[src/rtl/demux_dest.sv]
// Routing stage ahead of fifo_d0/fifo_d1: pops a VC word, holds it, pushes it to the FIFO picked by bit DEST_BIT.
// Optional per-destination push counters are enabled with `define DEMUX_STATS_EN.
module demux_dest #(
  parameter int DATA_SIZE = 6,
  parameter int DEST_BIT  = 4
) (
  input  logic                 clk,
  input  logic                 reset_L,
  input  logic                 vc_empty,
  input  logic [DATA_SIZE-1:0] vc_data,
  output logic                 pop_vc,
  input  logic                 fifo_pause_d0,
  input  logic                 fifo_pause_d1,
  output logic                 push_d0,
  output logic                 push_d1,
  output logic [DATA_SIZE-1:0] data_d0,
  output logic [DATA_SIZE-1:0] data_d1
`ifdef DEMUX_STATS_EN
  ,
  output logic [7:0]           cnt_d0,
  output logic [7:0]           cnt_d1
`endif
);

  typedef enum logic [1:0] {
    IDLE = 2'd0,
    WAIT = 2'd1,
    HOLD = 2'd2
  } state_t;

  state_t               state;
  state_t               next_state;
  logic [DATA_SIZE-1:0] hold_reg;
  logic                 dest;
  logic                 fire;

  assign dest    = hold_reg[DEST_BIT];
  assign fire    = dest ? !fifo_pause_d1 : !fifo_pause_d0;
  assign data_d0 = hold_reg;
  assign data_d1 = hold_reg;

  always_ff @(posedge clk or negedge reset_L) begin
    if (!reset_L) begin
      state <= IDLE;
    end else begin
      state <= next_state;
    end
  end

  always_comb begin
    next_state = state;
    case (state)
      IDLE: next_state = vc_empty ? IDLE : WAIT;
      WAIT: next_state = HOLD;
      HOLD: begin
        if (fire) begin
          next_state = vc_empty ? IDLE : WAIT;
        end
      end
      default: next_state = IDLE;
    endcase
  end

  // Strobes are gated by reset_L so nothing leaks out while reset is held low.
  always_comb begin
    pop_vc  = 1'b0;
    push_d0 = 1'b0;
    push_d1 = 1'b0;
    if (reset_L) begin
      case (state)
        IDLE: pop_vc = !vc_empty;
        HOLD: begin
          push_d0 = fire & !dest;
          push_d1 = fire & dest;
          pop_vc  = fire & !vc_empty;
        end
        default: begin
          pop_vc  = 1'b0;
          push_d0 = 1'b0;
          push_d1 = 1'b0;
        end
      endcase
    end
  end

  // The VC FIFO registers its read data, so the word is captured one cycle after the pop.
  always_ff @(posedge clk or negedge reset_L) begin
    if (!reset_L) begin
      hold_reg <= '0;
    end else if (state == WAIT) begin
      hold_reg <= vc_data;
    end
  end

`ifdef DEMUX_STATS_EN
  always_ff @(posedge clk or negedge reset_L) begin
    if (!reset_L) begin
      cnt_d0 <= 8'd0;
      cnt_d1 <= 8'd0;
    end else begin
      if (push_d0) cnt_d0 <= cnt_d0 + 8'd1;
      if (push_d1) cnt_d1 <= cnt_d1 + 8'd1;
    end
  end
`endif

endmodule
[config.mk]
export PLATFORM = sky130hd
export DESIGN_NAME = demux_dest
export DESIGN_NICKNAME = d
export VERILOG_FILES = /design/src/rtl/demux_dest.sv
export SDC_FILE = /design/constraint.sdc
export NUM_CORES = 1
export LEC_CHECK = 0
export CELL_PAD_IN_SITES_DETAIL_PLACEMENT = 0
export CELL_PAD_IN_SITES_GLOBAL_PLACEMENT = 2
export CORE_AREA = 2 2 49 51
export CTS_CLUSTER_DIAMETER = 120
export DETAILED_ROUTE_END_ITERATION = 10
export DIE_AREA = 0 0 51 53
export PLACE_DENSITY = 0.76
export SYNTH_ARGS = -nofsm -noshare
export SYNTH_HDL_FRONTEND = slang
export SYNTH_SLANG_ARGS = --single-unit
[constraint.sdc]
create_clock -name clk -period 1.5 [get_ports clk]
set_clock_uncertainty 0.1 [all_clocks]
set_input_delay 0.3 -clock clk [delete_from_list [all_inputs] [get_ports clk]]
set_output_delay 0.3 -clock clk [all_outputs]
set_load 0.01 [all_outputs]
## Word level (Yosys, flattened, before mapping)

Index checks and enable logic that the tools add are counted.

| operators by class | value |
|---|---|
| bitwise operators | 3 |
| equal/unequal tests | 3 |
| muxes and demuxes | 10 |
| reduce and logical (&&, ||, !) cells | 5 |

Operator list:

| kind | number |
|---|---|
| 2-to-1 mux 1 bit | 7 |
| case mux 2 bit (3 select lines) | 1 |
| zero test 1 bit | 4 |
| bitwise AND 1 bit | 3 |
| == test 2 x 1 -> 1 bit, second input constant | 1 |
| == test 2 bit, second input constant | 1 |
| zero test 2 bit | 1 |
| 2-to-1 mux 2 bit | 1 |
| inequality test 2 bit, second input constant | 1 |
| case mux 1 bit (2 select lines) | 1 |

| word-level totals | value |
|---|---|
| bits in registers | 8 |
| bits of input ports | 11 |
| output and inout port bits | 15 |
| logic and storage cells | 23 |

## Depth between registers and ports, before layout

| depth | value |
|---|---|
| word-level depth | 5 |
| depth in mapped cells | 3 |
| depth with buffers taken out | 2 |

## Least setup slack after synthesis

No wires, ideal clock.

| timing path | value |
|---|---|
| path kind | register to output |
| from | register hold_reg[4], in the netlist data_d0[4] |
| to | output pop_vc |
| buffers on the path | 0 |
| data arrival time | 1.173 ns |
| path slack | -0.073 ns |
| cell stages (with the launch flop) | 3 |
| data required time | 1.100 ns |
| cells stage by stage | dfrtp_1 > mux2_4 > a2111oi_4 |

| between the ends | value |
|---|---|
| word-level cells in the longest chain between the ends | 4 |

RTL lines:

| item | line | text |
|---|---|---|
| start: declaration | 33 | `logic [DATA_SIZE-1:0] hold_reg;` |
| start signal: assignment | 91 | `hold_reg <= vc_data;` |
| 2-to-1 mux 1 bit | 38 | `assign fire = dest ? !fifo_pause_d1 : !fifo_pause_d0;` |
| bitwise AND 1 bit | 75 | `pop_vc = fire & !vc_empty;` |
| case mux 1 bit (2 select lines) | 70 | `case (state)` |
| 2-to-1 mux 1 bit | 69 | `if (reset_L) begin` |
| end: declaration | 11 | `output logic pop_vc,` |

No other way between the ends.

## Worst setup path after layout

Same ends and word-level chain as after synthesis.

==> results.txt <==
Wire length per cell after detailed routing = 10.16 um
WP data required = 1.10 ns
Leakage = 0.0003173 uW
Via/cell ratio = 3.908
GR Util All Layers = 0.07595
Pwr Density = 1729 nW/um2
Core Region = 2148 um2
H-tree lvl count = 1
Headroom to the max-slew limit = 0.7812
GRT overflow = 0
Post-route cell area = 700.7 um2
Number of flops mapped to enable cells by yosys = 0
RR Endpoint = data_d0[2]
Post-Syn Area = 414.1 um2
Setup CP Type = flip-flop to output port
Setup crit end kind = output port
Routed Wire Length = 884 um
Ys Warns = 0
Worst R2R Setup Slack = 0.13 ns
Diode count = 0
Nets = 71
Crit share post-route = 1.223
Placement Cell Area = 695.7 um2
Initial antenna violation count = 0
FFs w/ async S/R, synth = 1.000
Synth cell types = 14
Share of cells above drive strength 1 = 0.4068
Iter 0 DRT Violations = 1
Port bufs = 25
Worst R2R Path Depth = 3
Pre-antenna DRT Iters = 2
First-pass GRT wire length = 1462 um
Fin worst setup slack = -0.3348 ns
Yosys top cell by area = dfrtp_1
Layout Area Growth over Synthesis = 69.18%
Clock Tree Buf Depth = 2
I/O pin count = 26
Setup_tns = -0.3866 ns
# DRC = 0
Routed Antenna Nets = 0
Violated checks = setup timing
HP Class = primary input to asynchronous set/reset pin
Starting Density = 0.1928
CTS sink count = 8
Clock-pin slew on the worst setup and hold paths = 0.06 ns
Syn nets = 42
Critical Path AT = 1.43 ns
Largest net degree at the start of global routing = 9
Critical path peak fanout = 2
Share of the synthesized area in the top cell type = 0.4834
Most frequent cell after synthesis = dfrtp_1
Post CTS Setup Buffer Count = 0
Clk root buf = clkbuf_4
VDD IR max = 0.6602 mV
Worst Setup Slack post-DPL = -0.7815 ns
Final Max Slew Viols = 0
Vias = 340
Area of the multi-input gates = 170.2 um2
Worst-Margin Slew = 0.3282 ns
Total power = 1212 uW
Startpoint types = flip-flop
Post-synth top cells = dfrtp_1 (8), buf_4 (6), mux2_2 (6)
CTS Buf Count = 3
Final hold violations = 0
Chip Width = 51 um
Clk Latency, worst-skew pair = 0.25 ns
Max Cap Viol = 0
Mean Syn Cell Area = 13.36 um2
Vias in the first global route = 319
Seq/Total Area, Yosys = 0.4834
Max frequency = 545.0 MHz
Final setup fails = 2
RSZ-0062 raised after global routing = true
Site row count = 17
Mapped Cells = 31
Run status = finished with violations
Dpl hpwl = 681.4 um
Total die area = 2703 um2
GP Congestion = 0.6482
Fillers = 226
Register bit total from synthesis = 8
Post-synth top flop = dfrtp_1
Storage cell area = 201.4 um2
Synth top area cells = dfrtp_1 (48%), mux2_2 (16%), buf_4 (11%), a2111oi_4 (6.6%), mux2_4 (3.6%)
Height of the die = 53 um
Minimum clock period = 1.835 ns
Hold Slack = 0.02400 ns
Worst reg2reg path startpoint = state[0]
CTS tree = built
[per-layer routing]
metal,up-vias,share of wire,global-route usage,wire (um)
met5,-,0,0,0
met4,0,0,0,0
met3,0,0.093,0.05085,82
met2,17,0.46,0.1169,410
met1,163,0.44,0.09326,391
li1,160,-,-,-
[worst max-delay path, cell delays in order (launching register included)]
cell	delay [ns]
dfrtp_2	0.41
mux2_4	0.32
a2111oi_4	0.27
buf_2	0.18
[sequential cells by signal (all words and copies together), names as in the netlist]
signal,cells
data_d0,6
state,2
[report_power, final]
part           internal [uW]  switching [uW]  total [uW]
sequential               322            71.4         394
combinational            379             262         641
clock                    102            75.6         177
total                    803             409        1210
[placed cells by master (no fill, tap or decap), drive strengths merged]
cell and count:
nor2b 1, inv 1, clkbuf 4, nand3b 1, nor3b 1, clkdlybuf4s15 2, nor3 1, dfrtp 8
mux2 7, a211oi 1, a21bo 1, buf 9, a2111oi 1, nand2b 1, dlygate4sd2 13, clkdlybuf4s50 7
[per-stage QoR]
stage / utilization / cells
after floorplan: - / 31
after global placement: 0.3238 / 83
after detailed placement: 0.3238 / 83
after CTS: 0.3238 / 87
after global routing: 0.3262 / 87
final: 0.3262 / 87
[worst max-delay path by stage]
stage,start,endpoint,slack [ns],cells past startpoint
2_1_floorplan,data_d0[4],pop_vc,-0.0003,2
3_3_place_gp,fifo_pause_d0,pop_vc,-0.76,4
3_5_place_dp,fifo_pause_d0,pop_vc,-0.78,4
4_1_cts,data_d0[4],pop_vc,-0.35,3
5_1_grt,data_d0[4],pop_vc,-0.42,3
6_report,data_d0[4],pop_vc,-0.33,3
[repair_timing]
action	4_1_cts	5_1_grt
resized for setup	30	1
setup endpoints to repair	15	3
hold buffers	0	0
pin swaps	3	2
[cell families (layout without fill, tap and decap cells)]
kind of cell | count (synthesis) | count (layout) | share of synthesized area
buffers and inverters | 8 | 36 | 0.1299
flip-flops | 8 | 8 | 0.4834
AO/OA/AOI/OAI | 3 | 3 | 0.1088
multiplexers | 7 | 7 | 0.1994
AND/OR/NAND/NOR | 5 | 5 | 0.07857
[area by class of cell]
type,count,share of cell area
clock buffer,4,0.03750
timing repair buffer,31,0.3768
multi-input combinational,15,0.2429
tap,28,0.05000
sequential,8,0.2875
inverter,1,0.005357
(Power assumes the default switching activity.)
